**config.mk**
```make
export PLATFORM = sky130hd
export DESIGN_NAME = branch_predictor_bht
export DESIGN_NICKNAME = d
export VERILOG_FILES = /design/src/rtl/branch_predictor_bht.sv
export SDC_FILE = /design/constraint.sdc
export NUM_CORES = 1
export LEC_CHECK = 0
export ABC_AREA = 0
export BUFFER_PORTS_ARGS = -buffer_cell sky130_fd_sc_hd__clkbuf_2
export CORE_ASPECT_RATIO = 0.8
export CORE_MARGIN = 8
export CORE_UTILIZATION = 45
export CTS_CLUSTER_SIZE = 16
export DETAILED_ROUTE_END_ITERATION = 8
export HOLD_SLACK_MARGIN = 0.08
export SYNTH_ARGS = -nofsm -noshare
export SYNTH_HDL_FRONTEND = slang
export SYNTH_SLANG_ARGS = --single-unit
```
**constraint.sdc**
```tcl
create_clock -name clk_i -period 4.85 [get_ports clk_i]
set_input_delay 0.2425 -clock clk_i [delete_from_list [all_inputs] [get_ports clk_i]]
set_output_delay 0.2425 -clock clk_i [all_outputs]
set_load 0.005 [all_outputs]
```
**src/rtl/branch_predictor_bht.sv**
```systemverilog
`default_nettype none
// ============================================================================
//  Module      : branch_predictor_bht
//  Description : Direct-mapped table of 2-bit saturating counters indexed by
//                PC. It gives a zero-latency taken/not-taken prediction to IF,
//                is trained by resolved outcomes from EX, and raises a
//                registered mispredict pulse with the redirect direction.
//                It also keeps resolved-branch and misprediction statistics.
//  Revision    : 1.0 - initial release
// ============================================================================
module branch_predictor_bht #(
  parameter int IDX_W = 6,
  parameter int CNT_W = 16
) (
  input  logic             clk_i,
  input  logic             rst_i,
  input  logic             pred_valid_i,
  input  logic [31:0]      pred_pc_i,
  input  logic [5:0]       pred_op_i,
  output logic             pred_taken_o,
  input  logic             res_valid_i,
  input  logic [31:0]      res_pc_i,
  input  logic [5:0]       res_op_i,
  input  logic             res_taken_i,
  input  logic             res_pred_i,
  output logic             mispredict_o,
  output logic             redirect_taken_o,
  output logic [CNT_W-1:0] branch_cnt_o,
  output logic [CNT_W-1:0] mispredict_cnt_o
);

  localparam int         DEPTH    = 1 << IDX_W;
  localparam logic [1:0] CTR_INIT = 2'b01;  // weak not-taken

  // Conditional branch opcodes: beq, bne/bnez, bltz, ble.
  function automatic logic is_branch(input logic [5:0] op);
    return (op == 6'b000100) || (op == 6'b000101) ||
           (op == 6'b000001) || (op == 6'b000110);
  endfunction

  logic [1:0]       tbl_q [DEPTH];
  logic [IDX_W-1:0] pred_idx;
  logic [IDX_W-1:0] res_idx;
  logic             res_upd;
  logic [1:0]       res_cnt_d;
  logic [1:0]       pred_cnt;
  logic             mispredict_q, mispredict_d;
  logic             redirect_q, redirect_d;
  logic [CNT_W-1:0] branch_cnt_q, branch_cnt_d;
  logic [CNT_W-1:0] mispred_cnt_q, mispred_cnt_d;

  // Word-aligned PCs: the two low bits and everything above the index are
  // not used for lookup (no tags, aliasing is accepted).
  logic unused_pc_bits;
  assign unused_pc_bits = ^{pred_pc_i[31:IDX_W+2], pred_pc_i[1:0],
                            res_pc_i[31:IDX_W+2], res_pc_i[1:0]};

  assign pred_idx = pred_pc_i[IDX_W+1:2];
  assign res_idx  = res_pc_i[IDX_W+1:2];
  assign res_upd  = res_valid_i && is_branch(res_op_i);

  // Saturating train value for the resolving entry and next-state of the
  // pulse outputs and statistics.
  always_comb begin
    res_cnt_d     = tbl_q[res_idx];
    mispredict_d  = 1'b0;
    redirect_d    = 1'b0;
    branch_cnt_d  = branch_cnt_q;
    mispred_cnt_d = mispred_cnt_q;
    if (res_taken_i) begin
      if (tbl_q[res_idx] != 2'b11) res_cnt_d = tbl_q[res_idx] + 2'b01;
    end else begin
      if (tbl_q[res_idx] != 2'b00) res_cnt_d = tbl_q[res_idx] - 2'b01;
    end
    if (res_upd) begin
      mispredict_d = (res_taken_i != res_pred_i);
      redirect_d   = res_taken_i;
      branch_cnt_d = branch_cnt_q + CNT_W'(1);
      if (res_taken_i != res_pred_i) mispred_cnt_d = mispred_cnt_q + CNT_W'(1);
    end
  end

  // Prediction lookup; a same-cycle training of the same entry is forwarded
  // so IF never sees a stale counter.
  always_comb begin
    pred_cnt = tbl_q[pred_idx];
    if (res_upd && (res_idx == pred_idx)) pred_cnt = res_cnt_d;
    pred_taken_o = pred_valid_i && is_branch(pred_op_i) && pred_cnt[1];
  end

  // Counter table: reset to weak not-taken, otherwise train one entry.
  always_ff @(posedge clk_i) begin
    if (rst_i) begin
      for (int i = 0; i < DEPTH; i++) tbl_q[i] <= CTR_INIT;
    end else if (res_upd) begin
      tbl_q[res_idx] <= res_cnt_d;
    end
  end

  // Mispredict/redirect pulses and statistics counters.
  always_ff @(posedge clk_i) begin
    if (rst_i) begin
      mispredict_q  <= 1'b0;
      redirect_q    <= 1'b0;
      branch_cnt_q  <= '0;
      mispred_cnt_q <= '0;
    end else begin
      mispredict_q  <= mispredict_d;
      redirect_q    <= redirect_d;
      branch_cnt_q  <= branch_cnt_d;
      mispred_cnt_q <= mispred_cnt_d;
    end
  end

  assign mispredict_o     = mispredict_q;
  assign redirect_taken_o = redirect_q;
  assign branch_cnt_o     = branch_cnt_q;
  assign mispredict_cnt_o = mispred_cnt_q;

endmodule
`default_nettype wire

```
==> results of run 1 <==
## routing by layer
metal | wire, um | GRT usage (%)
met1 | 10600 | 29.6
met2 | 12000 | 33.0
met3 | 3140 | 8.18
met4 | 662 | 7.47
met5 | 20 | 0
## final cells by class
cell class	count	area (sq um)	area share, %
clock inverters	12	91.3	0.942
inverters	9	33.8	0.348
clock buffers	20	489	5.05
multi-input cells	531	3790	39.1
repair buffers	80	440	4.54
well taps	258	323	3.33
flip-flops and latches	162	4520	46.7
## cells in the final DEF, fill, tap and decap left out, types with 8 or more instances in the layout
master / instances
a22oi_1: 10
and3_1: 10
buf_4: 16
clkbuf_16: 19
clkbuf_2: 64
dfxtp_1: 34
edfxtp_1: 128
inv_1: 10
mux2i_1: 14
mux4_2: 34
nand2_1: 53
nand2b_1: 22
nand3_1: 83
nand4_1: 8
nor2_1: 63
nor3_1: 54
o21ai_0: 9
o21bai_1: 49
xnor2_1: 13
xor2_1: 20
## worst max-delay path, delay by kind of cell
family,cells,cell delay [ns]
AOI/OAI and AO/OA,4,1.03
and+or+nand+nor,2,0.90
buffers and inverters,2,0.82
adders and majority gates,1,0.63
## flip-flops by register name, indices dropped and copies added, names as in the netlist
register,cells
tbl_q,128
branch_cnt_o,16
mispredict_cnt_o,16
redirect_taken_o,1
mispredict_o,1
## cells by family (layout without fill, tap and decap cells)
logic type / Yosys count / count (layout) / share of synthesized area [%]
and+or+nand+nor: 332 / 332 / 19.3
DFF: 162 / 162 / 51.6
AOI/OAI and AO/OA: 109 / 109 / 9.10
buffers and inverters: 80 / 121 / 5.19
muxes: 53 / 53 / 11.0
xor gates and xnor gates: 33 / 33 / 3.29
adders and majority gates: 4 / 4 / 0.542
## metrics by stage
stage / cells / worst slack (ns) / power [mW] / util, %
after floorplan: 773 / 2.46 / 1.81 / -
after global placement: 1040 / 0.873 / 1.88 / 47.9
after detailed placement: 1040 / 0.865 / 1.88 / 47.9
after CTS: 1072 / 1.03 / 3.18 / 51.0
after global routing: 1072 / 0.742 / 3.27 / 51.0
final: 1072 / 0.943 / 3.18 / 51.0
## worst paths after layout
check	startpoint	cells after the start	slack [ns]	endpoint
max reg2reg	tbl_q[23][1]	8	1.53	tbl_q[1][1]
min reg2reg	branch_cnt_o[5]	2	0.50	branch_cnt_o[5]
max	res_pc_i[2]	9	0.94	pred_taken_o
min	res_taken_i	3	0.14	redirect_taken_o
## power breakdown
group          switching [mW]  internal (mW)  leakage (nW)  total, mW
combinational           0.225          0.109          1.39      0.334
sequential             0.0131           1.51          1.40       1.53
clock                   0.582          0.739         0.296       1.32
==> flow_summary.toml, run 1 <==
[synthesis]
synthDistinctLibCells = 55
synth_top_area_share_pct = 43.8
ys_ff_latch = 162
synth-edff-count = 128
syn_avg_cell_area_sq_um = 11.4
synth.most_common_cell = "edfxtp_1"
netlist_top_cells_area = "edfxtp_1, mux4_2, dfxtp_1, nand3_1, o21bai_1"
seq_area_frac_synth_pct = 51.6
synthFlopType = "edfxtp_1"
yosysTopAreaCell = "edfxtp_1"
synthCells = 773
syn-cell-area_sq_um = 8770
synth_warnings = 0
synth_commonest_cells = "edfxtp_1, nand3_1, nor2_1, nor3_1, nand2_1"
async_flop_share_pct = 0
synth_nets = 857

[timing]
clock.fmax_ghz = 0.256
fin_crit_ns = 3.91
hold_ws_ns = 0.135
period_share_pct = 80.6
finalSetupTns_ns = 0
fin_skew_ns = 0.0126
rsz0062_at_grt = "false"
worst_slew_pin_slew_ns = 1.29
hold_violations = 0
setup_viol = 0
final-max-slew-violation-count = 0
slew_headroom_pct = 13.3

[placed_design]
io_buffers = 64
hpwlAfterDp_mm = 17.5
gp_congestion = 0.893
placed_area_sq_um = 9120

[clocking]
insertion_delay_ns = 0.43
cts_tree = "done"
clock_sinks = 162
path_clk_slew_ns = 0.06
cts_root_buf = "clkbuf_16"
htree_num_levels = 4
cts.repair.resized = 0
postCtsSetupBuffers = 0
hold_buffers = 0
clockBufferDepth = 2
numCtsBuffers = 17

[flow_run]
maxCapViolCount = 0

[die]
die_w_um = 172
core_sq_um = 19000
rows = 45
pin_count = 117
die_h_um = 141
die_area_sq_um = 24300
start_util_pct = 46.1

[grt]
grt_antenna_before_repair = 2
grt_overflow = 0
track_usage_pct = 22.2
grt_pass1_vias = 6533
grt_pass1_wl_mm = 39.9
grt_max_degree = 99

[finish]
final_nets = 885
insertedDiodeCount = 0
final_cell_area_sq_um = 9700
drive_above_1_share_pct = 19.8
syn_to_final_growth_pct = 10.5
fill_cells = 1726

[power]
vdd_drop_max_mv = 0.251
p_leak_nw = 3.08
power_density_nw_per_um2 = 328

[critical_path]
critical-path-max-stage-delay_ns = 0.79
cp.arrival_ns = 3.66
path_cells = "clkbuf_2, nor2b_1, a221o_1, o21ai_0, a31oi_1, nor4b_4, maj3_2, a21oi_1, clkbuf_2"
critPathMaxFanout = 33
start_kind = "input pin"
critPathMostFrequentCell = "clkbuf_2"
cp-end-kind = "output port"
critPathRequiredTime_ns = 4.61
crit_type = "in -> out"
crit_path_top_delay_cell = "nor2b_1"

[detailed_routing]
first_pass_iters = 6
num_vias = 6755
postRouteAntennaNets = 0
post_drt_wl_per_cell_um = 24.6
drt_iter0_markers = 922
routed_wl_mm = 26.4
viasPerCell = 6.30
drcViolationCount = 0

[outcome]
status = "complete, no violations"

[min_path]
min_path_type = "in -> reg"
Power figures use the tool's default switching activity.
==> run 2: changes to the inputs <==
- clock period: 4.85 -> 3.6 ns (I/O delays scaled with it)
==> run 2 against run 1 <==
Compared with the run above:
- final area increased by 2.3%
- total power rose by 38%
- worst setup slack got worse by 0.54 ns
- final cell count rose by 1.7%
- sequential share of layout area shrank 1.0 points
- clock power increased by 40%
- first-iteration DRC count is 8.0% lower
- die area unchanged
- critical endpoint unchanged
- highest routed layer unchanged
==> flow_summary.toml, run 2 (synthesis results as in run 1) <==
[critical_path]
crit_type = "in -> out"
cp-end-kind = "output port"
cp.arrival_ns = 3.02
start_kind = "input pin"
crit_path_top_delay_cell = "clkbuf_2"
critPathRequiredTime_ns = 3.42
critical-path-max-stage-delay_ns = 0.40
path_cells = "clkbuf_2, buf_4, nor3_2, buf_4, a22oi_1, a31oi_1, a311oi_1, and3_1, maj3_2, buf_4, a21oi_1, clkbuf_2"
critPathMostFrequentCell = "buf_4"
critPathMaxFanout = 20

[detailed_routing]
viasPerCell = 6.31
post_drt_wl_per_cell_um = 24.6
postRouteAntennaNets = 0
drcViolationCount = 0
first_pass_iters = 5
wl_met3_mm = 3.06
routed_wl_mm = 26.8
drt_iter0_markers = 848
wl_met1_mm = 10.6
highest-signal-layer = "met5"
met2_length_mm = 12.5
num_vias = 6875

[placed_design]
hpwlAfterDp_mm = 18.0
io_buffers = 64
gp_congestion = 0.903

[flow_run]
maxCapViolCount = 0

[power]
power_density_nw_per_um2 = 442
vdd_drop_max_mv = 0.294
p_leak_nw = 3.20
finalPower_mw = 4.39

[die]
rows = 45
core_sq_um = 19000
die_w_um = 172
start_util_pct = 46.1
pin_count = 117
die_area_sq_um = 24300
die_h_um = 141

[timing]
final-max-slew-violation-count = 0
fin_skew_ns = 0.0125
clock.fmax_ghz = 0.312
setup_viol = 0
fin_crit_ns = 3.20
slew_headroom_pct = 35.3
finalSetupTns_ns = 0
hold_ws_ns = 0.239
worst_slew_pin_slew_ns = 0.970
rsz0062_at_grt = "false"
hold_violations = 0
period_share_pct = 88.9

[clocking]
cts.repair.resized = 0
clock_sinks = 162
cts_root_buf = "clkbuf_16"
insertion_delay_ns = 0.43
cts_tree = "done"
numCtsBuffers = 17
clockBufferDepth = 2
postCtsSetupBuffers = 0
path_clk_slew_ns = 0.06
htree_num_levels = 4

[grt]
grt_overflow = 0
grt_max_degree = 98
track_usage_pct = 22.7
grt_antenna_before_repair = 2
grt_pass1_wl_mm = 41.3
grt_pass1_vias = 6856

[finish]
largest_reg_flops = 128
most-common-layout-cells = "edfxtp_1, nand3_1, clkbuf_2"
regMostFlops = "tbl_q"
utilization_pct = 52.1
syn_to_final_growth_pct = 13.0
insertedDiodeCount = 0
drive_above_1_share_pct = 21.4
final_common_cell = "edfxtp_1"
final_nets = 903
fill_cells = 1695

[min_path]
min_path_type = "in -> reg"

[outcome]
status = "complete, no violations"
[run 2: changes by cell type in the layout (fill, tap and decap cells not counted), sizes merged]
cell,previous run,this run
clkbuf,84,88
dlygate4sd3,0,1
buf,16,33
clkinv,4,5
inv,17,12
[run 2: final cells by class]
| class | instances | area (sq um) | area share, % |
|---|---|---|---|
| inverters | 9 | 33.8 | 0.341 |
| multi-input cells | 531 | 3790 | 38.3 |
| clock inverters | 8 | 56.3 | 0.568 |
| well taps | 258 | 323 | 3.26 |
| flip-flops and latches | 162 | 4520 | 45.6 |
| repair buffers | 98 | 628 | 6.33 |
| clock buffers | 24 | 557 | 5.61 |
[run 2: through the flow]
| step | setup WS (ns) | area, sq um | instances |
|---|---|---|---|
| after floorplan | 1.27 | 8770 | 773 |
| after global placement | 0.439 | 9290 | 1057 |
| after detailed placement | 0.402 | 9290 | 1057 |
| after CTS | 0.443 | 9920 | 1090 |
| after global routing | 0.209 | 9920 | 1090 |
| final | 0.398 | 9920 | 1090 |
[run 2: repair_timing]
| item | CTS | global route |
|---|---|---|
| endpoints found under the hold margin | 1 | 0 |
| endpoints found under the setup margin | 0 | 0 |
| hold buffers | 1 | 0 |
[run 2: power by group]
group          switching (mW)  total [mW]  internal (mW)  leakage [nW]
Sequential             0.0179        2.06           2.04          1.40
Combinational           0.310       0.482          0.172          1.50
Clock                   0.758        1.85           1.09         0.308
Total                    1.09        4.39           3.30          3.20
[run 2: worst paths after layout]
check                   from               to  slack [ns]  cells after the start
max              res_pc_i[2]     pred_taken_o        0.40                     12
min              res_op_i[3]  branch_cnt_o[0]        0.24                      5
max reg2reg     tbl_q[23][1]      tbl_q[9][1]        0.86                      8
min reg2reg  branch_cnt_o[9]  branch_cnt_o[9]        0.51                      2
[run 2: critical path, delay by kind of cell]
kind	cells	cell delay (ns)
AO/OA/AOI/OAI	4	0.61
buffers and inverters	5	1.31
AND/OR/NAND/NOR	2	0.55
adder cells (fa/ha/maj)	1	0.35
[run 2: metal layers]
layer  GRT usage [%]  vias up
met2            34.6      430
met5               0        -
met4            8.51        4
met3            6.47       66
li1                -     2990
met1            30.1     3385
